## src/rtl/audio_mixer.sv

```systemverilog
// audio_mixer: mixes CHANNELS unsigned PCM sources into saturated left/right
// levels, one channel per enabled cycle, and drives a first-order
// delta-sigma modulator per side to produce 1-bit audio streams.
module audio_mixer #(
    parameter int CHANNELS = 4,
    parameter int WIDTH    = 8
) (
    input  logic                      clock,
    input  logic                      reset,
    input  logic                      ce,
    input  logic [CHANNELS*WIDTH-1:0] sample,
    input  logic [CHANNELS*4-1:0]     volume,
    input  logic [CHANNELS-1:0]       pan_l,
    input  logic [CHANNELS-1:0]       pan_r,
    output logic [WIDTH-1:0]          level_l,
    output logic [WIDTH-1:0]          level_r,
    output logic                      sample_stb,
    output logic [1:0]                audio
);
    localparam int IW = $clog2(CHANNELS);
    // Sized so CHANNELS full-scale products at volume 15 never wrap.
    localparam int AW = WIDTH + 4 + IW;
    localparam int MW = AW - 4;

    typedef enum logic {ST_ACC = 1'b0, ST_LATCH = 1'b1} state_t;

    state_t            state_q, state_d;
    logic [IW-1:0]     idx_q, idx_d;
    logic [AW-1:0]     acc_l_q, acc_l_d, acc_r_q, acc_r_d;
    logic [WIDTH-1:0]  level_l_q, level_l_d, level_r_q, level_r_d;
    logic [WIDTH:0]    sd_l_q, sd_l_d, sd_r_q, sd_r_d;

    logic [WIDTH-1:0]  cur_smp;
    logic [3:0]        cur_vol;
    logic [WIDTH+3:0]  prod;
    logic [MW-1:0]     m_l, m_r;
    logic [WIDTH-1:0]  sat_l, sat_r;

    // Channel currently selected by the frame index and its weighted sample.
    always_comb begin
        cur_smp = sample[idx_q*WIDTH +: WIDTH];
        cur_vol = volume[idx_q*4 +: 4];
        prod    = (WIDTH+4)'(cur_smp) * (WIDTH+4)'(cur_vol);
    end

    // Drop the 4 gain fraction bits and clip to the output range.
    always_comb begin
        m_l   = acc_l_q[AW-1:4];
        m_r   = acc_r_q[AW-1:4];
        sat_l = (|m_l[MW-1:WIDTH]) ? {WIDTH{1'b1}} : m_l[WIDTH-1:0];
        sat_r = (|m_r[MW-1:WIDTH]) ? {WIDTH{1'b1}} : m_r[WIDTH-1:0];
    end

    // All state registers; reset aborts any frame in progress.
    always_ff @(posedge clock or negedge reset) begin
        if (!reset) begin
            state_q   <= ST_ACC;
            idx_q     <= '0;
            acc_l_q   <= '0;
            acc_r_q   <= '0;
            level_l_q <= '0;
            level_r_q <= '0;
            sd_l_q    <= '0;
            sd_r_q    <= '0;
        end else begin
            state_q   <= state_d;
            idx_q     <= idx_d;
            acc_l_q   <= acc_l_d;
            acc_r_q   <= acc_r_d;
            level_l_q <= level_l_d;
            level_r_q <= level_r_d;
            sd_l_q    <= sd_l_d;
            sd_r_q    <= sd_r_d;
        end
    end

    // Frame sequencing: walk channels 0..CHANNELS-1, then one latch cycle.
    always_comb begin
        state_d = state_q;
        idx_d   = idx_q;
        if (ce) begin
            case (state_q)
                ST_ACC: begin
                    if (idx_q == IW'(CHANNELS-1)) state_d = ST_LATCH;
                    else                          idx_d   = idx_q + 1'b1;
                end
                ST_LATCH: begin
                    state_d = ST_ACC;
                    idx_d   = '0;
                end
                default: begin
                    state_d = ST_ACC;
                    idx_d   = '0;
                end
            endcase
        end
    end

    // Accumulate panned products, latch levels and pulse the strobe.
    always_comb begin
        acc_l_d    = acc_l_q;
        acc_r_d    = acc_r_q;
        level_l_d  = level_l_q;
        level_r_d  = level_r_q;
        sample_stb = 1'b0;
        if (ce) begin
            if (state_q == ST_ACC) begin
                if (pan_l[idx_q]) acc_l_d = acc_l_q + AW'(prod);
                if (pan_r[idx_q]) acc_r_d = acc_r_q + AW'(prod);
            end else begin
                level_l_d  = sat_l;
                level_r_d  = sat_r;
                acc_l_d    = '0;
                acc_r_d    = '0;
                sample_stb = 1'b1;
            end
        end
    end

    // Delta-sigma: the carry out of the low WIDTH bits is the output bit.
    always_comb begin
        sd_l_d = {1'b0, sd_l_q[WIDTH-1:0]} + {1'b0, level_l_q};
        sd_r_d = {1'b0, sd_r_q[WIDTH-1:0]} + {1'b0, level_r_q};
    end

    assign level_l = level_l_q;
    assign level_r = level_r_q;
    assign audio   = {sd_r_q[WIDTH], sd_l_q[WIDTH]};
endmodule

```

## config.mk

```make
export PLATFORM = sky130hd
export DESIGN_NAME = audio_mixer
export DESIGN_NICKNAME = d
export VERILOG_FILES = /design/src/rtl/audio_mixer.sv
export SDC_FILE = /design/constraint.sdc
export NUM_CORES = 1
export LEC_CHECK = 0
export ABC_AREA = 1
export BUFFER_PORTS_ARGS = -buffer_cell sky130_fd_sc_hd__buf_4
export CAP_MARGIN = 0
export CORE_MARGIN = 2
export CORE_UTILIZATION = 64
export DETAILED_ROUTE_END_ITERATION = 12
export HOLD_SLACK_MARGIN = 0.12
export PLACE_DENSITY = 0.95
export SKIP_CTS_REPAIR_TIMING = 1
export SKIP_LAST_GASP = 1
export SYNTH_ARGS = -nofsm -noshare
export SYNTH_HDL_FRONTEND = slang
export SYNTH_SLANG_ARGS = --single-unit
```

## constraint.sdc

```tcl
create_clock -name clock -period 9.5 [get_ports clock]
set_input_delay 0.475 -clock clock [delete_from_list [all_inputs] [get_ports clock]]
set_output_delay 0.475 -clock clock [all_outputs]
set_load 0.02 [all_outputs]
```

---- Word-level counts from Yosys, hierarchy flattened ----
Index checks and enable logic that the tools add are counted.
operators by class
  $add $sub $neg .......................... 5
  $mul .................................... 1
  div/mod/pow operators ................... 0
  $lt $le $gt $ge ......................... 1
  equal/unequal tests ..................... 2
  shift-type cells ........................ 2
  mux-type cells .......................... 16
  bitwise logic cells ..................... 1
  reduce and logical (&&, ||, !) cells .... 8
operator list
  kind                 number
  $mux 14              4
  $shiftx 32x6->8      1
  $add 14x12->14       2
  $add 8x8->9          2
  $mux 8               2
  $shiftx 16x5->4      1
  $mul 8x4->12         1
  $reduce_and 2->1     4
  $mux 1               5
  $bmux 1 s2           2
  $pmux 2 s2           1
  $reduce_bool 2->1    2
  $reduce_or 2->1      2
  $lt 2x3->1 const B   1
  $add 2x1->2 const B  1
  $eq 2x2->1 const B   1
  $mux 2               1
  $ne 2x2->1 const B   1
  $pmux 1 s2           1
  $not 1->1            1
word-level totals
  register bits after elaboration ......... 65
  latch bits .............................. 0
  bits in writable memories ............... 0
  bits in read-only memories .............. 0
  bits of input ports ..................... 59
  output and inout port bits .............. 19
  logic and storage cells ................. 44
  memories kept ........................... 0

---- Depth between registers and ports, before layout ----
Gate-level depths: netlist (run 1).
  depth after elaboration ................. 5
  depth in mapped cells ................... 28
  gate-level depth less buffers ........... 26

---- Worst setup path after synthesis (run 1) ----
OpenSTA, ideal clock, no wires.
  kind .................................... reg-to-reg
  start point ............................. register idx_q[0]
  end point ............................... register acc_l_q[12]
  setup time .............................. 0.119 ns
  data arrival time ....................... 4.117 ns
  data required time ...................... 9.381 ns
  setup slack ............................. 5.264 ns
  cell stages (with the launch flop) ...... 24
  path buffers ............................ 2
  period minus slack after synthesis ...... 4.236 ns
  path through ............................ dfrtp_1 buf_4 buf_6 a21oi_1 a32oi_1 inv_1 nor2_1 fa_1 inv_1 fa_1 inv_1 ha_1 nand2_1 nand2_1 a31o_2 nand3_1 nand2_1 xor2_1 ha_1 a21oi_1 o21a_1 nand3_1 a21oi_1 nor2_1
between the ends
  word-level cells in the longest chain between the ends .. 5
  elaborated cells between the ends (all ways) .. 10
  classes of those cells .................. add/sub (1); mul (1); shift (2); mux (4); reduce/logical (2)
RTL lines
  what                                                line    text
  start, declared                                     28      logic [IW-1:0] idx_q, idx_d;
  start signal, assigned                              67      idx_q <= idx_d;
  $shiftx 32x6->8 or $shiftx 16x5->4 (tied branches)  41, 42
  $mul 8x4->12                                        43      prod = (WIDTH+4)'(cur_smp) * (WIDTH+4)'(cur_vol);
  $add 14x12->14                                      108     if (pan_l[idx_q]) acc_l_d = acc_l_q + AW'(prod);
  $mux 14                                             108
  $mux 14                                             107     if (state_q == ST_ACC) begin
  end signal, assigned                                68      acc_l_q <= acc_l_d;
  end, declared                                       29      logic [AW-1:0] acc_l_q, acc_l_d, acc_r_q, acc_r_d;
Several ways; a longest one is shown, not always the timed one. The select of a mux whose other input is x is not followed.
A chain may end at the register's enable or synchronous reset.

---- Worst setup path in the final report (run 1) ----
  start point ............................. register idx_q[0]
  end point ............................... register acc_r_q[12]
between the ends
  word-level cells in the longest chain between the ends .. 5
  elaborated cells between the ends (all ways) .. 10
  classes of those cells .................. add/sub (1); mul (1); shift (2); mux (4); reduce/logical (2)
RTL lines
  what                                                line    text
  $shiftx 32x6->8 or $shiftx 16x5->4 (tied branches)  41, 42
  $mul 8x4->12                                        43
  $add 14x12->14                                      109     if (pan_r[idx_q]) acc_r_d = acc_r_q + AW'(prod);
  $mux 14                                             109
  $mux 14                                             107
  end signal, assigned                                69      acc_r_q <= acc_r_d;
  end, declared                                       29
Several ways; a longest one is shown, not always the timed one. The select of a mux whose other input is x is not followed.

==> results.md, run 1 <==
* CP cell instances: inv_2 > nand2_1 > a32oi_1 > inv_1 > nor2_1 > fa_1 > inv_1 > fa_1 > inv_1 > ha_1 > nand2_1 > inv_1 > nand2_1 > nand3_1 > a21oi_1 > xor2_1 > ha_1 > a21oi_1 > nand2_1 > nand2_1 > nand3_1 > a21oi_1 > nor2_1
* Synth-to-layout area growth at 14.43%
* H-tree depth at 3
* Worst-case clock buffer depth at 2
* Vias in the first global route at 5,289
* Setup Skew at 0.009053 ns
* Layout cells sized above 1 at 12.90%
* Initial DRC Count at 309
* Initial antenna violation count at 0
* Final Hold Viols at 0
* Min-delay worst type: in2async
* Max-cap viol count at 0
* CTS Buf Count at 9
* Final clock period utilization by the worst path at 57.97%
* Cell mode on critical path: nand2_1
* Core area at 8678 µm²
* Routed WL at 13.32 mm
* Hpwl dp at 10.29 mm
* R2R cell count at 23
* # diodes at 0
* Status: complete, no violations
* RSZ-0062 raised after global routing: no
* F_max at 0.1816 GHz
* Synth area leaders: dfrtp_1 (29%), nand2_1 (16%), ha_1 (13%), inv_1 (7.1%), fa_1 (5.6%)
* Fin crit period at 5.507 ns
* Root Driver: clkbuf_8
* Mapped cell area at 5695 µm²
* CP max FO at 30
* Clock latency on the worst-skew pair at 0.34 ns
* IO buf count at 77
* Die H at 98.34 µm
* Sink Count at 65
* # rows at 34
* GRT Util Overall at 28.77%
* CP required at 9.74 ns
* Flop2flop setup slack at 3.99 ns
* WP depth at 23
* Family with the most delay on the worst path: adder cells
* CTS clk-pin slew, worst paths at 0.07 ns
* Setup_tns at 0 ns
* GP Congestion at 0.9276
* RR Startpoint: idx_q[0]
* Post-synth top area cell: dfrtp_1
* DR pass1 iterations at 5
* Crit Path Class: reg2reg
* DR vias/cell at 5.579
* Average wire per standard cell at 13.65 µm
* Largest stage delay, worst path at 0.91 ns
* Syn Area/Cell at 7.200 µm²
* Largest net degree at the start of global routing at 66
* Critical Path AT at 5.74 ns
* Worst-margin pin slew at 0.8708 ns
* Cell variety after synth at 36
* Residual DRC count at 0
* Syn Inst Count at 791
* Fin nets at 997
* # IOs at 78
* # setup viols final at 0
* Yosys reg bits at 65
* Max Transition Viols Final at 0
* Initial core utilization at 65.63%
* R2r endpoint: acc_r_q[12]
* Yosys top cell area share at 28.56%
* Worst Setup End Kind: flop
* Routed vias at 5,445
* First-pass GRT wire length at 22.88 mm
* Synth Warn # at 0
* Sequential fraction of the synthesis area at 28.56%
* Gr ovfl total at 0
* TritonCTS clock tree: done
* CP bufs+invs at 5
* CP Launch Type: flop
* Slowest cell on crit path: dfrtp_1
* Die ar. at 9670 µm²
* Horiz. Die Dim at 98.34 µm
* Slew margin rel. at 41.95%
* Post-Syn Nets at 925
* Antenna viol nets, final at 0
## cells in the final DEF, fill, tap and decap left out, drive strengths merged, types with 2 or more instances in the layout
cell type,n
nand3b,8
nand2,247
xnor2,11
ha,59
xor2,18
o221ai,2
clkinv,2
dfrtp,65
nand3,53
nand4,8
o21a,4
or2,4
buf,78
inv,114
a32oi,11
fa,16
nor2,64
o21ai,39
a21oi,42
o22ai,2
clkbuf,12
and2,2
## registers in the layout, summed over array words and instances, names as in the netlist
signal   count
acc_l_q     14
acc_r_q     14
idx_q        2
level_l      8
level_r      8
sd_l_q       9
sd_r_q       9
state_q      1
## cell families after synthesis
logic type      Yosys count  synth area share, %
simple gates            386                28.10
buf+inv                 131                9.446
compound gates          105                10.85
fa+ha+maj                75                18.59
flops                    65                28.56
xor+xnor                 29                4.460
## per-layer routing
metal  GRT usage [%]  wire, µm  share of wire, %  up-vias
li1                -         -                 -     2696
met1           35.60      5563                42     2500
met2           49.87      6566                49      208
met3           3.722       697               5.2       41
met4           13.49       494               3.7        0
met5               0         0                 0        -
## how the worst max path moves through the flow
stage,startpoint,end,slack (ns)
finish,idx_q[0],acc_r_q[12],3.99
global route,idx_q[0],acc_r_q[13],3.52
CTS,idx_q[0],acc_r_q[12],4.07
detailed placement,idx_q[0],acc_l_q[12],4.09
global placement,idx_q[0],acc_l_q[10],4.23
floorplan,idx_q[0],acc_l_q[12],5.26
## area by class of cell
| type | instances | area (µm²) |
|---|---|---|
| clock inverters | 4 | 51.30 |
| repair buffers | 78 | 585.6 |
| flip-flops and latches | 65 | 1627 |
| inverters | 114 | 432.9 |
| clock buffers | 12 | 155.1 |
| well taps | 108 | 135.1 |
| fillers | 623 | 2161 |
| multi-input cells | 595 | 3531 |
## through the flow
step	util (%)	setup WS (ns)	cell area, µm²	std cells	hold slack, ns
floorplan	-	5.264	5695	791	0.1794
global placement	72.72	4.230	6311	960	0.4525
detailed placement	72.72	4.089	6311	960	0.4596
CTS	75.10	4.067	6518	976	0.2507
global route	75.10	3.523	6518	976	0.3016
finish	75.10	3.993	6518	976	0.2311
## cells in the mapped netlist
master      n
buf_6       2
xor2_1     18
nand3_1    53
nor2_1     64
o221ai_1    2
buf_1       1
a31o_2      1
xnor2_1    11
nand2_1   243
inv_2       5
and2_1      2
a21boi_0    1
dfrtp_1    65
buf_2       6
a32o_1      1
or2_2       4
a211oi_1    1
o21bai_1    1
fa_1       16
a32oi_1    10
a21oi_1    42
clkbuf_1    3
o21ai_2     2
o21ai_0    35
o22ai_1     2
o21ai_1     2
nand2_2     2
a32oi_2     1
o21a_1      4
nand4_1     8
buf_4       5
nand2_4     2
nand3b_1    8
inv_1     107
inv_4       2
ha_1       59
Power of run 1 is left out: the tool's default activity adds up to more than one toggle a clock period on the data nets, which glitch-free logic cannot reach.
==> inputs of run 2 (changes only) <==
ABC_AREA = 0   (was 1)
CORE_UTILIZATION = 58   (was 64)
PLACE_DENSITY = 0.92   (was 0.95)
clock period = 5.33 ns   (was 9.5 ns; I/O delays follow)
==> results.md, run 2 <==
* Root Driver: clkbuf_8 (unchanged)
* Layout cells sized above 1 at 23.13% (was 12.90%)
* Die H at 99.30 µm (was 98.34 µm)
* CP required at 5.59 ns (was 9.74 ns)
* Worst Hold End: state_q
* CTS Buf Count at 9 (unchanged)
* Synth area leaders: dfrtp_1 (31%), ha_1 (14%), fa_1 (6.1%), mux4_2 (6.0%), xnor2_1 (4.0%) (was dfrtp_1 (29%), nand2_1 (16%), ha_1 (13%), inv_1 (7.1%), fa_1 (5.6%))
* Hold Path Origin: ce
* Async SR Flop Fraction at 100.0% (unchanged)
* R2r endpoint: acc_r_q[13] (was acc_r_q[12])
* CTS clk-pin slew, worst paths at 0.09 ns (was 0.07 ns)
* # diodes at 0 (unchanged)
* Initial DRC Count at 209 (was 309)
* Fill cell count at 593 (was 623)
* Most frequent cells in the layout: buf_4 (86), dfrtp_1 (63), ha_1 (55) (was nand2_1 (243), inv_1 (107), buf_4 (78))
* # IOs at 78 (unchanged)
* Number of synthesized flops with an enable pin at 0 (unchanged)
* Worst-case clock buffer depth at 2 (unchanged)
* Post-synth top flop: dfrtp_1 (unchanged)
* F_max at 0.1911 GHz (was 0.1816 GHz)
* Sink Count at 65 (unchanged)
* CP Launch Type: flop (unchanged)
* IO buf count at 77 (unchanged)
* DR vias/cell at 6.229 (was 5.579)
* Fin nets at 743 (was 997)
* Slowest cell on crit path: fa_1 (was dfrtp_1)
* Routed WL at 12.36 mm (was 13.32 mm)
* Vias in the first global route at 4,502 (was 5,289)
* Commonest non-fill, non-tap cell in the layout: buf_4 (was nand2_1)
* Routed vias at 4,497 (was 5,445)
* H-tree depth at 3 (unchanged)
* Slew margin rel. at 34.75% (was 41.95%)
* Clock latency on the worst-skew pair at 0.34 ns (about the same)
* Post-synth top area cell: dfrtp_1 (unchanged)
* Cell mode on critical path: fa_1 (was nand2_1)
* Core area at 8763 µm² (was 8678 µm²)
* Cell variety after synth at 60 (was 36)
* Setup Skew at 0.01234 ns (was 0.009053 ns)
* Antenna viol nets, final at 0 (unchanged)
* Worst setup margin at 0.09815 ns (was 3.993 ns)
* Synth Warn # at 0 (unchanged)
* Placed cells at 696 (was 960)
* Initial antenna violation count at 0 (unchanged)
* Syn Inst Count at 526 (was 791)
* Biggest registers after layout: acc_l_q: 14 flops, acc_r_q: 14 flops (unchanged)
* Setup_tns at 0 ns (unchanged)
* Critical Path AT at 5.49 ns (was 5.74 ns)
* Horiz. Die Dim at 99.30 µm (was 98.34 µm)
* Status: complete, no violations (unchanged)
* Final clock period utilization by the worst path at 98.16% (was 57.97%)
* # setup viols final at 0 (unchanged)
* Fin crit period at 5.232 ns (was 5.507 ns)
* Final Hold Viols at 0 (unchanged)
* Min-delay worst type: in2reg (was in2async)
* Mapped cell area at 5268 µm² (was 5695 µm²)
* First-pass GRT wire length at 20.00 mm (was 22.88 mm)
* Average wire per standard cell at 17.12 µm (was 13.65 µm)
* Worst Setup End Kind: flop (unchanged)
* Top cells by count, synth: dfrtp_1 (65), ha_1 (59), inv_1 (38) (was nand2_1 (243), inv_1 (107), dfrtp_1 (65))
* Post-Syn Nets at 660 (was 925)
* Hpwl dp at 9.243 mm (was 10.29 mm)
* Max-cap viol count at 0 (unchanged)
* RR Startpoint: idx_q[0] (unchanged)
* Crit Path Class: reg2reg (unchanged)
* Initial core utilization at 60.11% (was 65.63%)
* Non-Filler Instances at 722 (was 976)
* CP cell instances: buf_12 > buf_12 > mux4_2 > nand2_1 > fa_1 > inv_1 > fa_1 > fa_1 > a21o_1 > a211oi_2 > nor2_1 > o41ai_2 > xnor2_1 > ha_2 > a21o_1 > a21oi_1 > nand2_1 > a211oi_2 > or4_1 > a21oi_1 (was inv_2 > nand2_1 > a32oi_1 > inv_1 > nor2_1 > fa_1 > inv_1 > fa_1 > inv_1 > ha_1 > nand2_1 > inv_1 > nand2_1 > nand3_1 > a21oi_1 > xor2_1 > ha_1 > a21oi_1 > nand2_1 > nand2_1 > nand3_1 > a21oi_1 > nor2_1)
* Largest net degree at the start of global routing at 66 (unchanged)
* DR pass1 iterations at 5 (unchanged)
* Most frequent cell after synthesis: dfrtp_1 (was nand2_1)
* # rows at 34 (unchanged)
* Synth-to-layout area growth at 20.26% (was 14.43%)
* Worst slack, placed at -0.01223 ns (was 4.089 ns)
* Min Hold Slack at 0.2225 ns (was 0.2311 ns)
* Die ar. at 9860 µm² (was 9670 µm²)
* Flop2flop setup slack at 0.1 ns (was 3.99 ns)
* GP Congestion at 0.8935 (was 0.9276)
* Worst-margin pin slew at 0.9786 ns (was 0.8708 ns)
* Hold depth at 2
* Largest stage delay, worst path at 0.54 ns (was 0.91 ns)
* Sequential fraction of the synthesis area at 30.88% (was 28.56%)
* CP max FO at 7 (was 30)
* TritonCTS clock tree: done (unchanged)
* Yosys reg bits at 65 (unchanged)
* Max Transition Viols Final at 0 (unchanged)
* Yosys top cell area share at 30.88% (was 28.56%)
* Gr ovfl total at 0 (unchanged)
* RSZ-0062 raised after global routing: yes (was no)
* GRT Util Overall at 24.77% (was 28.77%)
* Syn Area/Cell at 10.01 µm² (was 7.200 µm²)
* Residual DRC count at 0 (unchanged)
* R2R cell count at 20 (was 23)
==> run 2: changes by cell type after synthesis, moves of 11 or more <==
cell and delta:
nand2_1 -206, xnor2_1 +13, a21oi_1 -15, o22a_1 +14
nand2b_1 +11, mux4_2 +14, inv_1 -69, nand3_1 -51
a21o_1 +11, nor2_1 -30, o21ai_0 -14, nor2b_1 +11
and2_1 +23
==> run 2: cell type report <==
| class | count | area, µm² | area share, % |
|---|---|---|---|
| clock buffer | 9 | 123.9 | 1.955 |
| sequential | 65 | 1629 | 25.72 |
| inverter | 39 | 146.4 | 2.311 |
| clock inverter | 7 | 102.6 | 1.620 |
| timing repair buffer | 90 | 720.7 | 11.38 |
| tap | 108 | 135.1 | 2.133 |
| multi-input combinational | 404 | 3477 | 54.89 |
==> run 2: metal layers <==
metal / routed length [µm] / global-route usage [%]
met3: 790 / 4.146
met2: 6094 / 43.19
met1: 4903 / 30.25
met4: 570 / 10.96
met5: 0 / 0
==> run 2: per-stage QoR <==
step	utilization, %	cell area, µm²
after floorplan	-	5268
after detailed placement	67.43	5909
after global placement	67.43	5909
final	72.29	6335
after CTS	70.02	6136
after global routing	72.29	6335
==> run 2: cell families (layout without fill, tap and decap cells) <==
| logic type | count (synthesis) | count (layout) | share of synthesized area, % |
|---|---|---|---|
| compound gates | 143 | 143 | 19.29 |
| simple gates | 135 | 135 | 12.71 |
| fa+ha+maj | 75 | 75 | 20.10 |
| flops | 65 | 65 | 30.88 |
| buf+inv | 57 | 145 | 4.798 |
| xor+xnor | 33 | 33 | 5.487 |
| mux | 18 | 18 | 6.746 |
==> run 2: critical path: cells and delay by family (launching register included) <==
family,cells,cell delay (ns)
fa+ha+maj,4,1.94
compound gates,7,1.14
simple gates,4,0.77
flops,1,0.45
mux,1,0.37
buf+inv,3,0.34
xor+xnor,1,0.15
==> run 2: how the worst max path moves through the flow <==
stage               depth (start not counted)  slack, ns  startpoint           to
floorplan                                  21       0.13    idx_q[0]  acc_r_q[13]
CTS                                        20      -0.02    idx_q[0]  acc_r_q[13]
finish                                     20        0.1    idx_q[0]  acc_r_q[13]
global placement                           20       0.17    idx_q[0]  acc_r_q[13]
detailed placement                         20      -0.01    idx_q[0]  acc_r_q[13]
global route                               20      -0.07    idx_q[0]  acc_r_q[13]
Power of run 2 is left out for the same reason.
==> inputs of run 3 (changes only) <==
CORE_MARGIN = 5   (was 2)
==> results.md, run 3 (same netlist as run 2, synthesis figures left out) <==
* Status: complete, no violations (unchanged)
* R2R cell count at 20 (unchanged)
* Fin crit period at 5.217 ns (was 5.232 ns)
* DR vias/cell at 6.084 (was 6.229)
* Most frequent cells in the layout: buf_4 (89), dfrtp_1 (65), ha_1 (54) (was buf_4 (86), dfrtp_1 (63), ha_1 (55))
* # diodes at 0 (unchanged)
* IO buf count at 77 (unchanged)
* CP cell instances: buf_12 > mux4_2 > and2_1 > fa_1 > inv_1 > fa_1 > inv_1 > ha_4 > a21o_1 > a211oi_1 > nor2_1 > nor2_1 > xnor2_1 > ha_1 > o21a_1 > o21a_1 > a21boi_1 > a311oi_2 > xnor2_1 > a22o_1 (was buf_12 > buf_12 > mux4_2 > nand2_1 > fa_1 > inv_1 > fa_1 > fa_1 > a21o_1 > a211oi_2 > nor2_1 > o41ai_2 > xnor2_1 > ha_2 > a21o_1 > a21oi_1 > nand2_1 > a211oi_2 > or4_1 > a21oi_1)
* # rows at 34 (unchanged)
* Worst Setup End Kind: flop (unchanged)
* Max-cap viol count at 0 (unchanged)
* Biggest registers after layout: acc_l_q: 14 flops, acc_r_q: 14 flops (unchanged)
* Commonest non-fill, non-tap cell in the layout: buf_4 (unchanged)
* Hold Path Origin: ce (unchanged)
* Largest net degree at the start of global routing at 66 (unchanged)
* CTS Buf Count at 9 (unchanged)
* Final clock period utilization by the worst path at 97.88% (was 98.16%)
* Die H at 105.3 µm (was 99.30 µm)
* GRT Util Overall at 22.07% (was 24.77%)
* Placed cells at 696 (unchanged)
* Core area at 8806 µm² (was 8763 µm²)
* Hold depth at 2 (unchanged)
* Hpwl dp at 9.321 mm (was 9.243 mm)
* DR pass1 iterations at 5 (unchanged)
* # IOs at 78 (unchanged)
* Fin nets at 744 (was 743)
* R2r endpoint: acc_r_q[11] (was acc_r_q[13])
* Crit Path Class: reg2reg (unchanged)
* # setup viols final at 0 (unchanged)
* Worst-margin pin slew at 0.9339 ns (was 0.9786 ns)
* TritonCTS clock tree: done (unchanged)
* Layout cells sized above 1 at 23.25% (was 23.13%)
* Vias in the first global route at 4,411 (was 4,502)
* First-pass GRT wire length at 20.29 mm (was 20.00 mm)
* Largest stage delay, worst path at 0.57 ns (was 0.54 ns)
* Max Transition Viols Final at 0 (unchanged)
* Initial antenna violation count at 0 (unchanged)
* Clock latency on the worst-skew pair at 0.36 ns (was 0.34 ns)
* Min-delay worst type: in2reg (unchanged)
* Slowest cell on crit path: mux4_2 (was fa_1)
* Root Driver: clkbuf_8 (unchanged)
* Antenna viol nets, final at 0 (unchanged)
* Synth-to-layout area growth at 19.81% (was 20.26%)
* Non-Filler Instances at 723 (was 722)
* Worst Hold End: idx_q[0] (was state_q)
* Gr ovfl total at 0 (unchanged)
* Residual DRC count at 0 (unchanged)
* Setup Skew at 0.01741 ns (was 0.01234 ns)
* CP max FO at 15 (was 7)
* Average wire per standard cell at 17.03 µm (was 17.12 µm)
* Flop2flop setup slack at 0.11 ns (was 0.1 ns)
* Routed vias at 4,399 (was 4,497)
* CP Launch Type: flop (unchanged)
* Initial DRC Count at 213 (was 209)
* Initial core utilization at 59.82% (was 60.11%)
* Die ar. at 11,090 µm² (was 9860 µm²)
* Horiz. Die Dim at 105.3 µm (was 99.30 µm)
* CP required at 5.59 ns (about the same)
* H-tree depth at 3 (unchanged)
* Routed WL at 12.32 mm (was 12.36 mm)
* Slew margin rel. at 37.73% (was 34.75%)
* CTS clk-pin slew, worst paths at 0.09 ns (about the same)
* Sink Count at 65 (unchanged)
* Worst-case clock buffer depth at 2 (unchanged)
* Final Hold Viols at 0 (unchanged)
* Fill cell count at 594 (was 593)
* F_max at 0.1917 GHz (was 0.1911 GHz)
* Critical Path AT at 5.48 ns (was 5.49 ns)
* CP bufs+invs at 3 (unchanged)
* RR Startpoint: idx_q[0] (unchanged)
* Family with the most delay on the worst path: adder cells (unchanged)
* GP Congestion at 0.9907 (was 0.8935)
==> run 3: changes by cell type in the layout (fill, tap and decap cells not counted), moves of 2 or more <==
cell      before  now
clkinv_4       3    0
dfrtp_2        2    0
clkinv_2       0    2
dfrtp_1       63   65
buf_4         86   89
==> run 3: worst register-to-register path: stages, from the launching register on <==
cell	delay (ns)
dfrtp_1	0.38
buf_12	0.16
mux4_2	0.57
and2_1	0.19
fa_1	0.53
inv_1	0.05
fa_1	0.52
inv_1	0.06
ha_4	0.26
a21o_1	0.18
a211oi_1	0.27
nor2_1	0.12
nor2_1	0.15
xnor2_1	0.20
ha_1	0.33
o21a_1	0.22
o21a_1	0.20
a21boi_1	0.15
a311oi_2	0.29
xnor2_1	0.10
a22o_1	0.20
==> run 3: cell type report <==
class	count	area (µm²)	share of cell area (%)
Clock buffer	9	123.9	1.963
Clock inverter	7	93.84	1.487
Inverter	39	146.4	2.320
Multi-Input combinational cell	404	3487	55.25
Sequential cell	65	1627	25.77
Tap cell	108	135.1	2.141
Timing Repair Buffer	91	698.2	11.06
==> run 3: routing by layer <==
layer  share of wire (%)  up-vias  GRT usage, %
met4                 2.2        0         7.310
met1                  41     2117         28.58
met3                 6.9       30         4.584
li1                    -     2056             -
met2                  50      196         37.07
met5                   0        -             0
==> run 3: worst max path at each step <==
stage | start | end | slack, ns | cells after the start
after floorplan | idx_q[0] | acc_r_q[13] | 0.13 | 21
after global placement | idx_q[0] | acc_r_q[13] | 0.18 | 20
after detailed placement | idx_q[0] | acc_r_q[13] | 0.03 | 20
after CTS | idx_q[0] | acc_r_q[13] | -0.02 | 20
after global routing | idx_q[0] | acc_r_q[11] | -0.08 | 20
final | idx_q[0] | acc_r_q[11] | 0.11 | 20
==> run 3: stage by stage <==
stage	area [µm²]	hold WS [ns]	setup slack [ns]	TNS (ns)	util (%)
floorplan	5268	-0.02909	0.1304	0	-
global placement	5909	0.4119	0.1778	0	67.11
detailed placement	5909	0.4157	0.02544	0	67.11
CTS	6127	0.03116	-0.01765	-0.01765	69.58
global route	6311	0.2167	-0.07783	-0.2074	71.67
finish	6311	0.2127	0.1130	0	71.67
Power of run 3 is left out for the same reason.
